`config.mk`:
```
export PLATFORM = sky130hd
export DESIGN_NAME = bin2bcd_seq
export DESIGN_NICKNAME = d
export VERILOG_FILES = /design/src/rtl/bcd_pkg.sv /design/src/rtl/bcd_add3.sv /design/src/rtl/bin2bcd_seq.sv
export SDC_FILE = /design/constraint.sdc
export NUM_CORES = 1
export LEC_CHECK = 0
export BUFFER_PORTS_ARGS = -buffer_cell sky130_fd_sc_hd__buf_2
export CAP_MARGIN = 25
export CORE_UTILIZATION = 62
export DETAILED_ROUTE_END_ITERATION = 8
export GPL_TIMING_DRIVEN = 0
export PLACE_DENSITY_LB_ADDON = 0.3
export SLEW_MARGIN = 10
export SYNTH_ARGS = -nofsm -noshare
export SYNTH_HDL_FRONTEND = slang
export SYNTH_SLANG_ARGS = --single-unit
export TNS_END_PERCENT = 20
```
`constraint.sdc`:
```
create_clock -name clk -period 3.2 [get_ports clk]
set_input_delay 0.96 -clock clk [delete_from_list [all_inputs] [get_ports clk]]
set_output_delay 0.96 -clock clk [all_outputs]
set_load 0.01 [all_outputs]
```
`src/rtl/bcd_pkg.sv`:
```
// Shared definitions for the sequential binary-to-BCD converter.
package bcd_pkg;

  typedef enum logic [1:0] {
    IDLE  = 2'd0,
    SHIFT = 2'd1,
    DONE  = 2'd2
  } state_e;

  localparam int unsigned BCD_DIGIT_W = 4;
  // Five internal digits hold the 16-bit maximum of 65535.
  localparam int unsigned INT_DIGITS  = 5;
  localparam logic [BCD_DIGIT_W-1:0] ADD3_THRESH = 4'd5;
  localparam int unsigned MAX_DISPLAY = 9999;

endpackage

```
`src/rtl/bcd_add3.sv`:
```
// Double-dabble digit correction: digits of 5 or more get +3 before the shift.
module bcd_add3
  import bcd_pkg::*;
(
  input  logic [BCD_DIGIT_W-1:0] digit_i,
  output logic [BCD_DIGIT_W-1:0] digit_o
);

  // Pure 4-bit add; never carries into the neighbouring digit.
  always_comb begin
    digit_o = digit_i;
    if (digit_i >= ADD3_THRESH) digit_o = digit_i + 4'd3;
  end

endmodule

```
`src/rtl/bin2bcd_seq.sv`:
```
// Sequential shift-add-3 binary to packed BCD converter, one bit per clock.
// Optional macro BCD_AUTO_RESTART_EN: ignore start and convert continuously,
// re-capturing bin every WIDTH+1 cycles.
module bin2bcd_seq
  import bcd_pkg::*;
#(
  parameter int unsigned WIDTH  = 16,
  parameter int unsigned DIGITS = 4
) (
  input  logic                  clk,
  input  logic                  reset,
  input  logic                  start,
  input  logic [WIDTH-1:0]      bin,
  output logic                  busy,
  output logic                  done,
  output logic [4*DIGITS-1:0]   bcd,
  output logic                  overflow
);

  localparam int unsigned SCR_W = BCD_DIGIT_W * INT_DIGITS;
  localparam int unsigned CNT_W = $clog2(WIDTH + 1);

  state_e               state_q, state_d;
  logic [SCR_W-1:0]     scratch_q, scratch_d;
  logic [SCR_W-1:0]     scratch_adj;
  logic [WIDTH-1:0]     binreg_q, binreg_d;
  logic [CNT_W-1:0]     cnt_q, cnt_d;
  logic [4*DIGITS-1:0]  bcd_q, bcd_d;
  logic                 ovf_q, ovf_d;
  logic                 done_q, done_d;
  logic                 go;

`ifdef BCD_AUTO_RESTART_EN
  logic unused_start;
  assign unused_start = start;
  assign go = 1'b1;
`else
  assign go = start;
`endif

  genvar g;
  generate
    for (g = 0; g < INT_DIGITS; g++) begin : g_add3
      bcd_add3 u_add3 (
        .digit_i (scratch_q[g*BCD_DIGIT_W +: BCD_DIGIT_W]),
        .digit_o (scratch_adj[g*BCD_DIGIT_W +: BCD_DIGIT_W])
      );
    end
  endgenerate

  // Next-state logic for the IDLE/SHIFT/DONE sequencer and datapath.
  always_comb begin
    state_d   = state_q;
    scratch_d = scratch_q;
    binreg_d  = binreg_q;
    cnt_d     = cnt_q;
    bcd_d     = bcd_q;
    ovf_d     = ovf_q;
    done_d    = 1'b0;
    case (state_q)
      IDLE: begin
        if (go) begin
          binreg_d  = bin;
          scratch_d = '0;
          cnt_d     = CNT_W'(WIDTH);
          state_d   = SHIFT;
        end
      end
      SHIFT: begin
        scratch_d = {scratch_adj[SCR_W-2:0], binreg_q[WIDTH-1]};
        binreg_d  = binreg_q << 1;
        cnt_d     = cnt_q - CNT_W'(1);
        if (cnt_q == CNT_W'(1)) state_d = DONE;
      end
      DONE: begin
        bcd_d  = scratch_q[4*DIGITS-1:0];
        ovf_d  = |scratch_q[SCR_W-1:4*DIGITS];
        done_d = 1'b1;
`ifdef BCD_AUTO_RESTART_EN
        binreg_d  = bin;
        scratch_d = '0;
        cnt_d     = CNT_W'(WIDTH);
        state_d   = SHIFT;
`else
        state_d   = IDLE;
`endif
      end
      default: state_d = IDLE;
    endcase
  end

  // State and output registers; reset clears everything immediately.
  always_ff @(posedge clk or posedge reset) begin
    if (reset) begin
      state_q   <= IDLE;
      scratch_q <= '0;
      binreg_q  <= '0;
      cnt_q     <= '0;
      bcd_q     <= '0;
      ovf_q     <= 1'b0;
      done_q    <= 1'b0;
    end else begin
      state_q   <= state_d;
      scratch_q <= scratch_d;
      binreg_q  <= binreg_d;
      cnt_q     <= cnt_d;
      bcd_q     <= bcd_d;
      ovf_q     <= ovf_d;
      done_q    <= done_d;
    end
  end

  assign busy     = (state_q != IDLE);
  assign done     = done_q;
  assign bcd      = bcd_q;
  assign overflow = ovf_q;

endmodule

```
# ---- Yosys cells after proc, flatten, opt, wreduce, memory -nomap -nowiden
# Index checks and enable logic that the tools add are counted.
dict set report word_totals {
  register_bits 61
  input_bits 19
  out_inout_bits 19
  elab_cells 44
}
dict set report classes {
  add_sub_neg 6
  order_cmp 5
  n_eq_ne 5
  muxes 15
  reduce_logical 6
}
# operator count
set op_table {}
lappend op_table {{20-bit case mux with 2 select lines} 1}
lappend op_table {{16-bit case mux with 2 select lines} 1}
lappend op_table {{4-bit by 3-bit greater-or-equal comparator with 1-bit output (second input constant)} 5}
lappend op_table {{20-bit 2-to-1 mux} 1}
lappend op_table {{4-bit by 2-bit adder with 4-bit output (second input constant)} 4}
lappend op_table {{16-bit 2-to-1 mux} 1}
lappend op_table {{4-bit 2-to-1 mux} 4}
lappend op_table {{5-bit case mux with 2 select lines} 1}
lappend op_table {{5-bit by 1-bit equality test with 1-bit output (second input constant)} 1}
lappend op_table {{5-bit 2-to-1 mux} 1}
lappend op_table {{5-bit by 1-bit subtractor with 5-bit output (second input constant)} 1}
lappend op_table {{2-bit 2-to-1 mux} 2}
lappend op_table {{2-bit != test (second input constant)} 2}
lappend op_table {{2-bit case mux with 2 select lines} 1}
lappend op_table {{2-bit AND reduction} 2}
lappend op_table {{2-bit nonzero test} 2}
lappend op_table {{4-bit OR reduction} 1}
lappend op_table {{3-bit by 2-bit adder with 3-bit output (second input constant)} 1}
lappend op_table {{3-bit 2-to-1 mux} 1}
lappend op_table {{2-bit by 1-bit equality test with 1-bit output (second input constant)} 1}
lappend op_table {{2-bit equality test (second input constant)} 1}
lappend op_table {{2-bit logical NOT} 1}
lappend op_table {{1-bit 2-to-1 mux} 1}

# ---- Depth between registers and ports, before layout
dict set report logic_depth {
  word_depth 3
  mapped_depth 6
  depth_no_buf 6
}

# ---- Modules after synthesis
# Synthesis repeated with hierarchy kept, for this count alone.
dict set report hier_totals {
  cells_unflattened 284
  hier_area_um2 3099.2
}
# module n_inst cells_per_inst area_each_um2 seq_area_each_um2
set by_module_without_submodules {}
lappend by_module_without_submodules {bin2bcd_seq 1 204 2592.5 1526.5}
lappend by_module_without_submodules {bcd_add3 5 16 101.3 0.0}

# ---- Worst setup path after synthesis
# No wires, ideal clock.
dict set report synth_timing {
  path_kind {reg-to-output}
  start {register state_q[1]}
  end {output port busy}
  arrival_ns 0.949
  t_required_ns 2.240
  slack_ns 1.291
  path_stages_with_launch 4
  n_path_buf 2
  cell_sequence {dfrtp_1 -> buf_2 -> buf_2 -> or2_1}
}
dict set report synth_between {
  elab_chain_cells 1
}
# item line
set synth_lines {}
lappend synth_lines {{start, declared} bin2bcd_seq.sv:23} ;# state_e state_q, state_d;
lappend synth_lines {{start signal, assigned} bin2bcd_seq.sv:103} ;# state_q <= state_d;
lappend synth_lines {{2-bit nonzero test} bin2bcd_seq.sv:113} ;# assign busy = (state_q != IDLE);
lappend synth_lines {{end, declared} bin2bcd_seq.sv:14} ;# output logic busy,
# No other way between the ends.

# ---- Worst setup path in the final report
# Same ends and word-level chain as after synthesis.

==> flow_summary.toml <==
[clock_tree]
holdBufCountCts = 0
cts_tree = "yes"
h-tree-depth = 3
clock_latency_ns = 0.34
cts_resized = 0
post-cts-setup-buffer-count = 0
numCtsBuffers = 9
clk_path_buf_depth = 2
path_clk_slew_ns = 0.07
clock-sinks = 61
root_buffer = "clkbuf_8"

[synth]
synth_edf_count = 0
synth_flop_cell = "dfrtp_1"
synth_warnings = 0
synth.cell_area_um2 = 2960
syn_avg_cell_area_um2 = 11.2
async_flop_share_pct = 100
ys_types = 36
ys_ff_latch = 61
yosysSeqAreaShare_pct = 51.6
syn-num-nets = 296
syn_inst = 264

[routing]
routed_wl_um = 6370
drtIter0Drc = 138
drc = 0
viasPerCell = 6.14
firstDrtPassIters = 6
vias = 2270
wl_per_cell_um = 17.2
antenna_left = 0

[global_route]
grt_pass1_wl_um = 10700
overflow = 0
grtUsageTotal_pct = 28.5
grt_pass1_vias = 2241
grt_max_degree = 23
antenna_found_initial = 0

[setup_path]
cp_data_arrival_time_ns = 1.53
crit_buf_inv = 3
r2r_start = "scratch_q[8]"
slowest_stage = "dfrtp_1"
path_common_cell = "buf_2"
crit_path_end_kind = "output pin"
crit_chain = "buf_2 > buf_2 > or2_1 > buf_2"
cp_max_fo = 10
timing.critical_path.from_type = "flip-flop"
crit_type = "flip-flop to output pin"
r2r_cells = 6
max_stage_delay_ns = 0.42
required_ns = 2.24
regToRegEndpoint = "scratch_q[10]"
rrSetupSlack_ns = 1.52
critical-path-top-delay-family = "buffers and inverters"

[die]
dieHeight_um = 71.1
die_w_um = 71.1
dieArea_um2 = 5050
rows = 24
start_util_pct = 66.1
ioPinCount = 38
core_um2 = 4470

[finish]
fillers = 324
regArea_um2 = 1530
num_antenna_cells = 0
stdcell_area_um2 = 3470
fin_cells = 370
drive_above_1_share_pct = 22.6
num-nets-final = 345
multi_input_area_um2 = 1310
syn_to_final_growth_pct = 17.3

[placement]
portBuffers = 36
placed_area_um2 = 3260
hpwlAfterDp_um = 4110
dpl.cell_count = 354
place.gp.congestion = 0.743
place_ws_ns = 1.11

[power]
cellPowerDensity_nw_per_um2 = 984
vdd_drop_max_uv = 647
p_sw_share_pct = 38.0
p_leak_nw = 1.69
switchingPower_w = 0.00130
internal_power_w = 0.00212
p_clk_share_pct = 21.2
power.share.combinational_pct = 40.1
seq_power_share_pct = 38.7

[worst_hold_path]
worstHoldPathCells = 1
holdPathEnd = "bcd[3]"
min_path_type = "flip-flop to flip-flop"
min_from = "bcd[3]"

[sta]
setup_tns_ns = 0
fin_ws_ns = 0.710
grt_setup_unrepaired = "false"
fmaxAchievable_mhz = 402
tightest_slew_ns = 0.646
period_minus_slack_ns = 2.49
skew_ns = 0.00792
slew_viol_final = 0
hold_viol = 0
slew-limit-headroom_pct = 56.9
setup_viol = 0
period_share_pct = 77.8
holdWs_ns = 0.478

[status]
outcome = "finished clean"

[job]
maxCapViolations = 0
## worst max path at each step
stage,from,to,slack [ns],cells after the start
after detailed placement,state_q[1],busy,1.11,4
after floorplan,reset,bcd[0],0.73,1
final,state_q[1],busy,0.71,4
after global routing,state_q[1],busy,0.64,4
after CTS,state_q[1],busy,0.72,4
after global placement,reset,bcd[1],0.02,2
## power by group through the flow
stage | Sequential (W) | Combinational (W) | Clock, W
final | 0.00132 | 0.00137 | 0.000722
after global routing | 0.00137 | 0.00151 | 0.000757
after CTS | 0.00132 | 0.00137 | 0.000733
after detailed placement | 0.00132 | 0.00133 | 0
after global placement | 0.00131 | 0.00125 | 0
after floorplan | 0.00131 | 0.000955 | 0
## per-stage QoR
step	util, %	power [W]
5_1_grt	77.5	0.00364
3_5_place_dp	72.8	0.00265
4_1_cts	77.5	0.00342
2_1_floorplan	-	0.00227
6_report	77.5	0.00341
3_3_place_gp	71.6	0.00256
## cell type report
type,instances,area share (%)
Timing Repair Buffer,38,6.78
Buffer,16,2.24
Clock buffer,12,4.76
Multi-Input combinational cell,174,37.6
Inverter,13,1.41
Clock inverter,4,1.30
Tap cell,52,1.88
Sequential cell,61,44.0
## sequential cells by signal, summed over array words and instances (netlist names)
name	flops
scratch_q	20
overflow	1
done	1
state_q	2
binreg_q	16
bcd	16
cnt_q	5
## cell usage after synthesis, types with 2 or more instances
cell | count | area (um2)
clkbuf_1 | 2 | 7.51
o22ai_1 | 9 | 56.3
nand2_1 | 3 | 11.3
a32o_1 | 5 | 50.1
a21oi_1 | 23 | 115
ha_1 | 13 | 163
xor2_1 | 3 | 26.3
nand2b_1 | 7 | 43.8
nor2_1 | 3 | 11.3
mux2i_1 | 5 | 50.1
nor3b_1 | 3 | 22.5
nor2b_1 | 17 | 106
dfrtp_1 | 61 | 1530
o21ai_1 | 13 | 65.1
o21ai_0 | 10 | 50.1
a22o_1 | 6 | 52.6
mux2_1 | 16 | 180
buf_1 | 2 | 7.51
o31ai_1 | 5 | 37.5
xnor2_1 | 5 | 43.8
o32ai_1 | 2 | 17.5
inv_1 | 13 | 48.8
a22oi_1 | 15 | 113
buf_2 | 11 | 55.1
## kinds of logic (layout without fill, tap and decap cells)
family | after synthesis | in the layout | synth area share [%]
compound gates | 91 | 91 | 19.7
xor+xnor | 8 | 8 | 2.37
fa+ha+maj | 13 | 13 | 5.50
buf+inv | 29 | 83 | 4.27
flops | 61 | 61 | 51.6
mux | 21 | 21 | 7.78
simple gates | 41 | 41 | 8.79
## placed cells by master (no fill, tap or decap), drive strengths merged, types with 2 or more instances in the layout
master / netlist / layout
a21oi: 23 / 23
a22o: 6 / 6
a22oi: 15 / 15
a32o: 5 / 5
buf: 14 / 52
clkbuf: 2 / 14
clkinv: 0 / 3
dfrtp: 61 / 61
ha: 13 / 13
inv: 13 / 13
mux2: 16 / 16
mux2i: 5 / 5
nand2: 3 / 3
nand2b: 7 / 7
nand3b: 2 / 2
nor2: 3 / 3
nor2b: 18 / 18
nor3b: 3 / 3
o21ai: 24 / 24
o22ai: 9 / 9
o31ai: 5 / 5
o32ai: 2 / 2
xnor2: 5 / 5
xor2: 3 / 3
## routing by layer
metal | wire length, um | share of wire, % | track usage, %
met4 | 155 | 2.4 | 15.1
met3 | 240 | 3.8 | 5.70
met2 | 3240 | 51 | 46.0
met5 | 0 | 0 | 0
met1 | 2730 | 43 | 36.6
Note: power is estimated with default switching activity, not from simulation.
